## config.mk

```make
export PLATFORM = sky130hd
export DESIGN_NAME = apb_bus_arbiter
export DESIGN_NICKNAME = d
export VERILOG_FILES = /design/src/rtl/apb_arb_pkg.sv /design/src/rtl/apb_arb_timeout.sv /design/src/rtl/apb_bus_arbiter.sv
export SDC_FILE = /design/constraint.sdc
export NUM_CORES = 1
export LEC_CHECK = 0
export BUFFER_PORTS_ARGS = -buffer_cell sky130_fd_sc_hd__buf_2
export CAP_MARGIN = 30
export CORE_AREA = 2 2 117 119
export CTS_BUF_LIST = sky130_fd_sc_hd__clkbuf_4 sky130_fd_sc_hd__clkbuf_8 sky130_fd_sc_hd__clkbuf_16
export CTS_CLUSTER_SIZE = 24
export DETAILED_ROUTE_END_ITERATION = 8
export DIE_AREA = 0 0 119 121
export HOLD_SLACK_MARGIN = 0.03
export PLACE_DENSITY = 0.62
export SLEW_MARGIN = 40
export SYNTH_ARGS = -nofsm -noshare
export SYNTH_HDL_FRONTEND = slang
export SYNTH_SLANG_ARGS = --single-unit
```

## constraint.sdc

```tcl
create_clock -name PCLK -period 3.4 [get_ports PCLK]
set_input_delay 0.17 -clock PCLK [delete_from_list [all_inputs] [get_ports PCLK]]
set_output_delay 0.17 -clock PCLK [all_outputs]
set_load 0.02 [all_outputs]
```

## src/rtl/apb_arb_pkg.sv

```systemverilog
// Shared types and constants for the two-requester APB bus arbiter.
package apb_arb_pkg;

    // Arbiter sequencing: pick an owner, present the request for one cycle, wait for completion.
    typedef enum logic [1:0] {
        StIdle  = 2'd0,
        StIssue = 2'd1,
        StWait  = 2'd2
    } arb_state_e;

    // Read data returned to a requester whose access timed out.
    localparam logic [31:0] ARB_ERR_DATA = 32'hDEAD_BEEF;

endpackage

```

## src/rtl/apb_arb_timeout.sv

```systemverilog
// Counts WAIT cycles without downstream ready; flags the last permitted cycle.
module apb_arb_timeout #(
    parameter int unsigned TIMEOUT_CYC = 255
) (
    input  logic PCLK,
    input  logic PRESET,
    input  logic clear,
    input  logic enable,
    output logic expired
);

    localparam int unsigned CntW = $clog2(TIMEOUT_CYC + 1);
    localparam logic [CntW-1:0] LastCnt = CntW'(TIMEOUT_CYC - 1);

    logic [CntW-1:0] r_count;

    assign expired = (r_count == LastCnt);

    // Counter clears on entry to WAIT and saturates at the expiry value.
    always_ff @(posedge PCLK or negedge PRESET) begin
        if (!PRESET) begin
            r_count <= '0;
        end else if (clear) begin
            r_count <= '0;
        end else if (enable && !expired) begin
            r_count <= r_count + 1'b1;
        end
    end

endmodule

```

## src/rtl/apb_bus_arbiter.sv

```systemverilog
// Two-requester arbiter in front of a single APB master request/completion interface.
module apb_bus_arbiter
    import apb_arb_pkg::*;
#(
    parameter int unsigned TIMEOUT_CYC = 255
) (
    input  logic        PCLK,
    input  logic        PRESET,
    input  logic        m0_transfer,
    input  logic        m0_write,
    input  logic [31:0] m0_addr,
    input  logic [31:0] m0_wdata,
    output logic        m0_ready,
    output logic [31:0] m0_rdata,
    output logic        m0_err,
    input  logic        m1_transfer,
    input  logic        m1_write,
    input  logic [31:0] m1_addr,
    input  logic [31:0] m1_wdata,
    output logic        m1_ready,
    output logic [31:0] m1_rdata,
    output logic        m1_err,
    output logic        transfer,
    output logic        write,
    output logic [31:0] addr,
    output logic [31:0] wdata,
    input  logic        ready,
    input  logic [31:0] rdata,
    output logic [1:0]  gnt
);

    arb_state_e  r_state, w_state_nxt;
    logic        r_owner, w_owner_nxt;
    logic        r_last, w_last_nxt;
    logic [1:0]  r_gnt, w_gnt_nxt;
    logic        r_write, w_write_nxt;
    logic [31:0] r_addr, w_addr_nxt;
    logic [31:0] r_wdata, w_wdata_nxt;
    logic        w_expired;
    logic        w_done;
    logic        w_err;
    logic [31:0] w_rdata_mux;

    apb_arb_timeout #(
        .TIMEOUT_CYC(TIMEOUT_CYC)
    ) u_timeout (
        .PCLK   (PCLK),
        .PRESET (PRESET),
        .clear  (r_state == StIssue),
        .enable ((r_state == StWait) && !ready),
        .expired(w_expired)
    );

    // State and captured-request registers.
    always_ff @(posedge PCLK or negedge PRESET) begin
        if (!PRESET) begin
            r_state <= StIdle;
            r_owner <= 1'b0;
            r_last  <= 1'b1;
            r_gnt   <= 2'b00;
            r_write <= 1'b0;
            r_addr  <= '0;
            r_wdata <= '0;
        end else begin
            r_state <= w_state_nxt;
            r_owner <= w_owner_nxt;
            r_last  <= w_last_nxt;
            r_gnt   <= w_gnt_nxt;
            r_write <= w_write_nxt;
            r_addr  <= w_addr_nxt;
            r_wdata <= w_wdata_nxt;
        end
    end

    // Arbitration, request capture and completion decode.
    always_comb begin
        w_state_nxt = r_state;
        w_owner_nxt = r_owner;
        w_last_nxt  = r_last;
        w_gnt_nxt   = r_gnt;
        w_write_nxt = r_write;
        w_addr_nxt  = r_addr;
        w_wdata_nxt = r_wdata;
        w_done      = 1'b0;
        w_err       = 1'b0;
        unique case (r_state)
            StIdle: begin
                if (m0_transfer || m1_transfer) begin
                    // On a tie the requester not served last wins.
                    if (m0_transfer && m1_transfer) begin
                        w_owner_nxt = ~r_last;
                    end else begin
                        w_owner_nxt = m1_transfer;
                    end
                    w_write_nxt = w_owner_nxt ? m1_write : m0_write;
                    w_addr_nxt  = w_owner_nxt ? m1_addr  : m0_addr;
                    w_wdata_nxt = w_owner_nxt ? m1_wdata : m0_wdata;
                    w_gnt_nxt   = w_owner_nxt ? 2'b10 : 2'b01;
                    w_state_nxt = StIssue;
                end
            end
            StIssue: begin
                w_state_nxt = StWait;
            end
            StWait: begin
                // A real ready in the expiry cycle takes priority over the timeout.
                if (ready) begin
                    w_done = 1'b1;
                end else if (w_expired) begin
                    w_done = 1'b1;
                    w_err  = 1'b1;
                end
                if (w_done) begin
                    w_last_nxt  = r_owner;
                    w_gnt_nxt   = 2'b00;
                    w_state_nxt = StIdle;
                end
            end
            default: begin
                w_state_nxt = StIdle;
            end
        endcase
    end

    assign transfer    = (r_state == StIssue);
    assign write       = r_write;
    assign addr        = r_addr;
    assign wdata       = r_wdata;
    assign gnt         = r_gnt;
    assign w_rdata_mux = w_err ? ARB_ERR_DATA : rdata;

    // Completion is steered only to the owner; the other requester sees zeros.
    assign m0_ready = w_done && !r_owner;
    assign m1_ready = w_done && r_owner;
    assign m0_rdata = m0_ready ? w_rdata_mux : 32'h0;
    assign m1_rdata = m1_ready ? w_rdata_mux : 32'h0;
    assign m0_err   = m0_ready && w_err;
    assign m1_err   = m1_ready && w_err;

endmodule

```

==> flow_summary.toml <==
[status]
status = "finished clean"

[pwr]
p_per_area_nw_per_um2 = 821.6
peakVddDrop_mv = 0.4197
p_leak_uw = 0.003450

[setup_path]
crit_required_ns = 3.23
critPathKind = "reg2out"
rr_startpoint = "r_state[0]$_DFFE_PN0P_"
cp-end-kind = "output pin"
critical_path.max_fanout = 20
rr_worst_depth = 5
crit_path_start = "u_timeout.r_count[0]$_DFFE_PN0P_"
crit_path_start_kind = "flip-flop"
worst-endpoint-arrival_ns = 2.39

[logic_synthesis]
ys_seq_area_share_pct = 49.58
synth_warnings = 0
synth_xor_area_share_pct = 0
synth_top_family_by_area = "compound AO/OA/AOI/OAI gates"
ys_seq_elements = 79
syn_area_um2 = 3990
synthSimpleGateAreaFrac_pct = 20.23
synth-adder-area-share_pct = 0.6272
syn_avg_cell_area_um2 = 9.089
synth_compound_gate_area_share_pct = 24.65
synth.area.mux_share_pct = 0.2509
ys_types = 36
yosys.area.top_type_share_pct = 48.92
synth_top_cell_by_area = "dfrtp_1"
synthTopCellsByArea = "dfrtp_1 49%, nand2_1 13%, a22oi_1 12%"
syn-num-nets = 608
synth_cells = 439

[drt]
wl_per_cell_um = 14.47
routed-via-count = 4344
via_per_inst = 4.789
dr.pass1.iters = 4
routed_wl_um = 13120
drcViolationCount = 0
drt-initial-drc-count = 148
antenna_left = 0

[final_layout]
final_cells = 907
syn_to_final_growth_pct = 50.36
postLayoutCoreUtil_pct = 45.85
final_common_cell = "buf_2"
layout-drive-gt1-share_pct = 46.03
regArea_um2 = 1978
nFillCells = 1283
multi_input_area_um2 = 1849
nets = 895
layout_common_cells = "301 x buf_2, 137 x nand2_1, 78 x dfrtp_1"

[cts]
cts.repair.resized = 0
clkSlewWorstSetupHoldPaths_ns = 0.06
clock-root-buffer = "clkbuf_16"
clk_path_buf_depth = 2
cts_setup_buffers = 0
cts_tree = "done"
clock_latency_ns = 0.33
numCtsBuffers = 9
cts_sinks = 79
cts-htree-levels = 3

[sta]
worst_slew_pin_slew_ns = 0.7096
post-route-period-util_pct = 75.22
clock.fmax_mhz = 391.0
slew_violations = 0
rsz0062_at_grt = "false"
hold_viol_final = 0
tns_ns = 0
setup_viol = 0
finalCriticalPeriod_ns = 2.557
slew-limit-headroom_pct = 52.69
finClkSkew_ns = 0.007978

[grt]
grt_start_max_net_pins = 80
grt_usage_pct = 17.73
gr-total-overflow = 0
antenna_found_initial = 1
first_global_vias = 4124
grt_pass1_wl_um = 20360

[floorplanning]
core-area_um2 = 13090
dieArea_um2 = 14400
ios = 303
die_h_um = 121
row_count = 42
initial_core_util_pct = 30.49
die_w_um = 119

[placed_design]
io_buffers = 302
gp_congestion = 0.7894
hpwl_um = 10090
placedCellCount = 890

[min_path]
min-delay-start = "m0_addr[12]"
hold_path.class = "in2reg"
hold_depth = 3

[run]
max-cap-violations = 0
==> area by class of cell <==
cell class | instances | share of cell area [%]
Multi-Input combinational cell | 318 | 30.82
Timing Repair Buffer | 312 | 26.92
Tap cell | 176 | 3.670
Clock inverter | 6 | 1.439
Inverter | 6 | 0.3754
Antenna cell | 1 | 0.04171
Sequential cell | 79 | 32.97
Clock buffer | 9 | 3.754
==> where the power goes <==
group	switching (µW)	leakage [µW]	internal [µW]
combinational	1510	0.00231	797
clock	366	0.000151	637
sequential	244	0.000986	1370
==> routing by layer <==
layer	global-route usage (%)	routed length, µm	up-vias
met4	5.729	195	0
met3	4.605	972	14
li1	-	-	2123
met1	20.31	5137	1999
met5	0	0	-
met2	32.18	6819	208
==> worst paths after layout <==
check / end / slack, ns
setup / recovery: m0_rdata[8] / 0.84
hold / removal: addr[12]$_DFFE_PN0P_ / 0.06
setup reg to reg: wdata[26]$_DFFE_PN0P_ / 1.44
hold reg to reg: addr[17]$_DFFE_PN0P_ / 0.46
max in group asynchronous: r_state[1]$_DFFE_PN0P_ / 2.46
min in group asynchronous: addr[13]$_DFFE_PN0P_ / 0.44
==> synthesized netlist by cell type <==
cell       number
a2111oi_2       1
a21o_1          2
a21oi_1         3
a22oi_1        65
a311o_1         2
a31o_2          2
and3_1         19
and4_1          1
buf_1           1
buf_2          14
buf_4           3
clkbuf_1       18
dfrtp_1        78
dfstp_2         1
ha_1            2
inv_1           6
mux2i_1         1
nand2_1       137
nand2b_1        2
nand3_1         9
nand4_1         1
nor2_1          5
nor3_1          2
nor3_2          1
nor3_4          1
nor3b_1         1
nor3b_2         1
o211a_1         1
o211ai_1        2
o21a_1         48
o21ai_0         2
o21ai_1         2
o31ai_1         1
or2_2           1
or3_1           2
or4_1           1
==> sequential cells by signal, summed over array words and instances, names as in the netlist <==
register,count
addr,32
write,1
gnt,2
r_owner,1
u_timeout.r_count,8
r_state,2
r_last,1
wdata,32
==> stage by stage <==
step / setup slack, ns / cell area [µm²] / hold slack (ns) / power (µW)
2_1_floorplan: 1.589 / 3990 / -0.1256 / 3085
3_3_place_gp: 1.098 / 5649 / 0.3914 / 3895
3_5_place_dp: 1.181 / 5675 / 0.2594 / 3976
4_1_cts: 0.8234 / 5997 / 0.04342 / 5000
5_1_grt: 0.6433 / 5997 / 0.05811 / 5308
6_report: 0.8425 / 6000 / 0.05963 / 4929
==> worst max-delay path, stage by stage, from the launching register on <==
cell	delay (ns)
dfrtp_1	0.42
inv_1	0.08
ha_1	0.16
and3_1	0.19
a21oi_1	0.14
nor3_4	0.42
buf_4	0.33
and3_1	0.17
buf_2	0.16
==> logic make-up (layout without fill, tap and decap cells) <==
group	after synthesis	count (layout)
AOI/OAI and AO/OA	131	131
adders and majority gates	2	2
buffers and inverters	42	333
DFF	79	79
muxes	1	1
other	0	1
and+or+nand+nor	184	184
==> what timing repair did <==
action,4_1_cts,5_1_grt
hold endpoints to repair,78,0
setup endpoints to repair,0,0
hold buffers,1,0
(Power assumes the default switching activity.)
